===== src/rtl/memory_stage.sv =====
// ---------------------------------------------------------------------------
// memory_stage
//
// Pipeline memory stage. Non-memory instructions pass straight to the
// registered writeback outputs with one cycle of latency. lw/sw are held
// while a data-memory access is in flight; the access is presented on the
// dmem_* port and completes when dmem_ready is seen. A flush during an
// access lets the access finish but turns its result into a bubble.
//
// Ports
//   clock, reset          rising-edge clock, async active-high reset
//   in_valid/in_insn/in_aluResult/in_storeData/in_exception
//                         instruction offered by the previous stage
//   flush                 kill the offered or in-flight instruction
//   in_ready              1 when the stage can accept (IDLE)
//   dmem_req/wren/addr/wdata  memory request, held stable until dmem_ready
//   dmem_ready/dmem_rdata     memory completion and load data
//   out_*                 registered writeback outputs (bubble = all zero)
//   stall_count           saturating count of ACCESS cycles without ready
//
// state  | meaning
// -------+----------------------------------------------------------------
// IDLE   | ready to accept; non-mem-ops retire here in one cycle
// ACCESS | mem-op held, request on dmem_*, waiting for dmem_ready
// ---------------------------------------------------------------------------
module memory_stage (
   input  logic        clock,
   input  logic        reset,

   input  logic        in_valid,
   input  logic [31:0] in_insn,
   input  logic [31:0] in_aluResult,
   input  logic [31:0] in_storeData,
   input  logic        in_exception,
   input  logic        flush,
   output logic        in_ready,

   output logic        dmem_req,
   output logic        dmem_wren,
   output logic [11:0] dmem_addr,
   output logic [31:0] dmem_wdata,
   input  logic        dmem_ready,
   input  logic [31:0] dmem_rdata,

   output logic        out_valid,
   output logic [31:0] out_insn,
   output logic [31:0] out_aluResult,
   output logic [31:0] out_dmemData,
   output logic        out_exception,
   output logic [15:0] stall_count
);

   localparam logic [4:0] OP_LW = 5'b01000;
   localparam logic [4:0] OP_SW = 5'b00111;

   typedef enum logic {IDLE = 1'b0, ACCESS = 1'b1} stateType;

   stateType    state;
   stateType    stateNext;

   // holding register for the instruction in flight
   logic [31:0] heldInsn;
   logic [31:0] heldAlu;
   logic [31:0] heldStore;
   logic        heldExc;
   logic        holdLoad;

   logic        killFlag;
   logic        killNext;
   logic        stallInc;

   logic        outValidNext;
   logic [31:0] outInsnNext;
   logic [31:0] outAluNext;
   logic [31:0] outDataNext;
   logic        outExcNext;

   logic [4:0]  inOpcode;
   logic        inIsMemOp;
   logic        accept;
   logic        heldIsSw;
   logic        heldIsLw;

   // An exception flag turns any opcode into a plain pass-through, so a
   // faulting lw/sw can never reach the memory port.
   assign inOpcode  = in_insn[31:27];
   assign inIsMemOp = ((inOpcode == OP_LW) || (inOpcode == OP_SW)) && !in_exception;
   assign accept    = (state == IDLE) && in_valid && !flush;
   assign heldIsSw  = (heldInsn[31:27] == OP_SW);
   assign heldIsLw  = (heldInsn[31:27] == OP_LW);

   always_ff @(posedge clock or posedge reset) begin
      if (reset) begin
         state <= IDLE;
      end else begin
         state <= stateNext;
      end
   end

   always_comb begin
      stateNext    = state;
      killNext     = killFlag;
      holdLoad     = 1'b0;
      stallInc     = 1'b0;
      outValidNext = 1'b0;
      outInsnNext  = 32'd0;
      outAluNext   = 32'd0;
      outDataNext  = 32'd0;
      outExcNext   = 1'b0;
      in_ready     = 1'b0;
      dmem_req     = 1'b0;
      dmem_wren    = 1'b0;
      dmem_addr    = 12'd0;
      dmem_wdata   = 32'd0;

      case (state)
         IDLE: begin
            in_ready = 1'b1;
            killNext = 1'b0;
            if (accept) begin
               if (inIsMemOp) begin
                  holdLoad  = 1'b1;
                  stateNext = ACCESS;
               end else begin
                  outValidNext = 1'b1;
                  outInsnNext  = in_insn;
                  outAluNext   = in_aluResult;
                  outExcNext   = in_exception;
               end
            end
         end

         ACCESS: begin
            dmem_req   = 1'b1;
            dmem_wren  = heldIsSw;
            dmem_addr  = heldAlu[11:0];
            dmem_wdata = heldStore;
            if (!dmem_ready) begin
               stallInc = 1'b1;
               if (flush) begin
                  killNext = 1'b1;
               end
            end else begin
               stateNext = IDLE;
               killNext  = 1'b0;
               // a flush arriving with ready still kills the result
               if (!killFlag && !flush) begin
                  outValidNext = 1'b1;
                  outInsnNext  = heldInsn;
                  outAluNext   = heldAlu;
                  outExcNext   = heldExc;
                  outDataNext  = heldIsLw ? dmem_rdata : 32'd0;
               end
            end
         end

         default: begin
            stateNext = IDLE;
         end
      endcase
   end

   always_ff @(posedge clock or posedge reset) begin
      if (reset) begin
         heldInsn  <= 32'd0;
         heldAlu   <= 32'd0;
         heldStore <= 32'd0;
         heldExc   <= 1'b0;
      end else if (holdLoad) begin
         heldInsn  <= in_insn;
         heldAlu   <= in_aluResult;
         heldStore <= in_storeData;
         heldExc   <= in_exception;
      end
   end

   always_ff @(posedge clock or posedge reset) begin
      if (reset) begin
         killFlag <= 1'b0;
      end else begin
         killFlag <= killNext;
      end
   end

   always_ff @(posedge clock or posedge reset) begin
      if (reset) begin
         out_valid     <= 1'b0;
         out_insn      <= 32'd0;
         out_aluResult <= 32'd0;
         out_dmemData  <= 32'd0;
         out_exception <= 1'b0;
      end else begin
         out_valid     <= outValidNext;
         out_insn      <= outInsnNext;
         out_aluResult <= outAluNext;
         out_dmemData  <= outDataNext;
         out_exception <= outExcNext;
      end
   end

   // saturates instead of wrapping so long stalls stay visible
   always_ff @(posedge clock or posedge reset) begin
      if (reset) begin
         stall_count <= 16'd0;
      end else if (stallInc && (stall_count != 16'hFFFF)) begin
         stall_count <= stall_count + 16'd1;
      end
   end

endmodule


===== config.mk =====
export PLATFORM = sky130hd
export DESIGN_NAME = memory_stage
export DESIGN_NICKNAME = d
export VERILOG_FILES = /design/src/rtl/memory_stage.sv
export SDC_FILE = /design/constraint.sdc
export NUM_CORES = 1
export LEC_CHECK = 0
export ABC_AREA = 1
export ABC_CLOCK_PERIOD_IN_PS = 8900
export BUFFER_PORTS_ARGS = -buffer_cell sky130_fd_sc_hd__buf_4
export CAP_MARGIN = 20
export CORE_AREA = 2 2 135 137
export DETAILED_ROUTE_END_ITERATION = 8
export DIE_AREA = 0 0 137 139
export PLACE_DENSITY_LB_ADDON = 0.2
export SYNTH_ARGS = -nofsm -noshare
export SYNTH_HDL_FRONTEND = slang
export SYNTH_SLANG_ARGS = --single-unit

===== constraint.sdc =====
create_clock -name clock -period 8.9 [get_ports clock]
set_clock_uncertainty 0.1 [all_clocks]
set_input_delay 0.445 -clock clock [delete_from_list [all_inputs] [get_ports clock]]
set_output_delay 0.445 -clock clock [all_outputs]
set_load 0.05 [all_outputs]

; ---- Word-level counts from Yosys, hierarchy flattened
; Cells that the tools add are included.
[classes]
addsub = 1
n_eq_ne = 6
muxes = 38
bitwise_logic = 1
n_reduce_logical = 9
[op_table]
columns = op, count
row1 = $mux 32, 13
row2 = $pmux 32 s2, 2
row3 = $mux 1, 18
row4 = $add 16x1->16 const B, 1
row5 = $ne 16x16->1 const B, 1
row6 = $mux 12, 1
row7 = $eq 5x3->1 const B, 2
row8 = $eq 5x4->1 const B, 2
row9 = $pmux 1 s2, 4
row10 = $logic_and 1x1->1, 5
row11 = $logic_not 1->1, 3
row12 = $ne 3x3->1 const B, 1
row13 = $logic_or 1x1->1, 1
row14 = $not 1->1, 1
[totals]
register_bits = 213
input_bits = 134
out_inout_bits = 161
word_cells = 67

; ---- Depth between registers and ports, before layout
[logic_depth]
ltp_word = 6
ltp_mapped = 10
depth_no_buf = 9

; ---- Least setup slack after synthesis
; OpenSTA, ideal clock, no wires.
[synth_path]
path_kind = register -> output
startpoint = reg state
endpoint = out dmem_wren
arrival_time_ns = 2.260
required_ns = 8.355
slack_ns = 6.095
stages_incl_launch_ff = 5
path_buffers = 2
cell_sequence = dfrtp_1 -> buf_6 -> clkbuf_1 -> nand4_1 -> nor3_1
[synth_between]
elab_chain_cells = 1
[synth_rtl]
columns = item, line_no
row1 = "start, declared", 58  ; stateType state;
row2 = "start signal, assigned", 96  ; state <= stateNext;
row3 = $mux 1, 116  ; case (state)
row4 = "end, declared", 39  ; output logic dmem_wren,
; No other way between the ends.

; ---- Worst setup path in the final report
[layout_path]
startpoint = reg state
endpoint = reg heldStore[0]
[layout_between]
elab_chain_cells = 5
[layout_rtl]
columns = item, line_no
row1 = $not 1->1, -
row2 = $logic_and 1x1->1 (2 in a row), 88  ; assign accept = (state == IDLE) && in_valid && !flush;
row3 = $mux 1, 120  ; if (accept) begin
row4 = $mux 1 (*), 116
row5 = "end signal, assigned", 172  ; heldStore <= in_storeData;
row6 = "end, declared", 64  ; logic [31:0] heldStore;
; Mark *: on every way between the ends. The rest lies on a longest branch, timed or not.
; A chain may end at the register's enable or synchronous reset.

==> results_dict.tcl <==
set metrics [dict create \
    status "complete, but fails checks" \
    violations "negative hold slack" \
    holdBufCountCts 0 \
    worstPathMaxFanout 72 \
    drive_gt1_share_pct 25.9 \
    dp_slack_ns 5.59 \
    crit_arrival_ns 3.64 \
    synth_area_leader_cell "dfrtp_1" \
    ys_seq_elements 213 \
    diodes 0 \
    grt_max_degree 141 \
    endpoint_kind "flop" \
    die_w_um 137 \
    area_growth_pct 35.0 \
    synth_top_area_share_pct 61.5 \
    syn-num-nets 1157 \
    synth_mux_area_share_pct 0 \
    clock_latency_ns 0.52 \
    holdWs_ns -0.0290 \
    setup_slack_ns 5.60 \
    finalSetupTns_ns 0 \
    die-area_mm2 0.0190 \
    hold_class "in -> async" \
    synth-compound-area-share_pct 3.25 \
    syn_avg_cell_area_um2 8.48 \
    grt.overflow.total 0 \
    syn_inst 1022 \
    finalCritPeriodShare_pct 37.1 \
    crit_family "buffers and inverters" \
    num_vias 7406 \
    p_leak_nw 6.95 \
    critPathSlowestCell "dfrtp_2" \
    maxSlewHeadroom_pct 32.9 \
    nets 1437 \
    dp.cells 1506 \
    yosysWarningCount 0 \
    crit_type "reg -> reg" \
    finalNonFillerCells 1548 \
    path_buf_inv 4 \
    cts.clk_slew.worst_paths_ns 0.06 \
    grt_pass1_vias 7164 \
    clockBufferDepth 3 \
    coreArea_mm2 0.0177 \
    die_h_um 139 \
    peakVddDrop_mv 0.174 \
    rows 49 \
    hold_viol_final 16 \
    post_dp_cell_area_mm2 0.0110 \
    start_kind "flop" \
    tightest_slew_ns 1.01 \
    initial_core_util_pct 49.1 \
    synth_top_family_by_area "simple AND/OR/NAND/NOR gates" \
    setup_violations 0 \
    drtAntennaViolNets 0 \
    io-pin-count 295 \
    synth_xor_area_share_pct 0.809 \
    cts_num_sinks 213 \
    crit_chain "inv_4 -> nand2_2 -> nor2_4 -> buf_4 -> nand4_4 -> inv_2 -> buf_4 -> nand2_1 -> nand2_1" \
    required_ns 9.24 \
    finalCriticalPeriod_ns 3.30 \
    drtPass1Iterations 5 \
    fin_area_mm2 0.0117 \
    clockRootBuffer "clkbuf_16" \
    gr-usage-all-layers_pct 22.9 \
    drt-total-wl_mm 22.2 \
    maxCapViolCount 0 \
    post_cts_resized 0 \
    syn_area_mm2 0.00866 \
    final_util_pct 66.2 \
    routed_via_density 4.78 \
    synth-simple-area-share_pct 26.3 \
    grt_setup_unrepaired "false" \
    drc_errors 0 \
    ys_seq_area_share_pct 61.5 \
    cts_tree "yes" \
    cts_buffers 23 \
    critPathMaxStageDelay_ns 0.74 \
    detail_route.wl_per_cell_um 14.3 \
    power_density_mw_per_mm2 199 \
    synth_adder_area_share_pct 0.144 \
    dpl.hpwl_mm 14.8 \
    port_buffers 294 \
    finalPower_mw 2.32 \
    synth.area.top_cells "dfrtp_1 (62%), nand2_1 (20%), inv_1 (5.1%)" \
    grt_pass1_wl_mm 35.2 \
    htreeDepth 1 \
    antenna_found_initial 0 \
    slew_viol_final 0 \
    yosysUniqueCellTypes 24 \
    max_freq_mhz 303 \
    drt_iter0_drc 450 \
    post_cts.repair.setup_buffers 0 \
    gp_congestion 0.803 \
]
-- flip-flops by register name, summed over array words and instances (netlist names) --
name,cells
stall_count,16
heldAlu,32
heldInsn,32
killFlag,1
state,1
out_exception,1
out_aluResult,32
out_dmemData,32
heldExc,1
out_insn,32
out_valid,1
heldStore,32
-- path summary, 6_finish.rpt --
path                                        from           endpoint  slack [ns]  cells after the start
worst max-delay path                       state       heldStore[0]        5.60                      9
worst min-delay path                       reset       heldInsn[17]       -0.03                      2
worst max register to register             state       heldStore[0]        5.60                      9
worst min register to register       heldAlu[28]  out_aluResult[28]        0.37                      2
max in group asynchronous                  reset              state        7.03                      3
min in group clock              in_aluResult[29]        heldAlu[29]        0.03                      3
-- final cells by class --
class	count	area (um^2)
Timing Repair Buffer	301	2260
Inverter	119	457
Clock inverter	5	42.5
Multi-Input combinational cell	644	2660
Fill cell	1525	5960
Tap cell	229	287
Clock buffer	37	658
Sequential cell	213	5330
-- layout by cell type, fill, tap and decap left out, drive strengths merged --
| master | synthesis | layout |
|---|---|---|
| dfrtp | 213 | 213 |
| nand3 | 46 | 46 |
| o22ai | 1 | 1 |
| nand4 | 9 | 9 |
| xor2 | 4 | 4 |
| xnor2 | 4 | 4 |
| clkinvlp | 0 | 1 |
| buf | 29 | 301 |
| nor3 | 3 | 3 |
| ha | 1 | 1 |
| nor2 | 56 | 56 |
| nand2 | 465 | 465 |
| o21ai | 55 | 55 |
| inv | 119 | 120 |
| clkinv | 0 | 3 |
| clkbuf | 17 | 37 |
-- report_power, final --
group | internal (mW) | switching [mW]
Combinational | 0.116 | 0.189
Clock | 0.509 | 0.376
Sequential | 1.07 | 0.0623
-- metal layers --
metal | routed length (um) | vias to the layer above | track usage, % | share of wire, %
li1 | - | 3616 | - | -
met1 | 8950 | 3482 | 29.2 | 40
met2 | 10900 | 269 | 39.2 | 49
met3 | 1710 | 39 | 4.82 | 7.7
met4 | 594 | 0 | 6.78 | 2.7
met5 | 0 | - | 0 | 0
-- cells by family (layout without fill, tap and decap cells) --
family,count (synthesis),in the layout
AND/OR/NAND/NOR,579,579
flip-flops,213,213
buffers and inverters,165,462
AO/OA/AOI/OAI,56,56
XOR/XNOR,8,8
adder cells (fa/ha/maj),1,1
-- cell usage after synthesis, drive strengths merged --
master	count
nor2	56
nand4	9
xor2	4
inv	119
nand2	465
ha	1
nand3	46
dfrtp	213
nor3	3
o21ai	55
clkbuf	17
xnor2	4
o22ai	1
buf	29
-- worst reg2reg max path, cell delays in order (launching register included) --
cell and delay, ns:
dfrtp_2 0.74, inv_4 0.22, nand2_2 0.08, nor2_4 0.07, buf_4 0.41, nand4_4 0.61, inv_2 0.16, buf_4 0.60
nand2_1 0.16, nand2_1 0.10
Power figures use the tool's default switching activity.
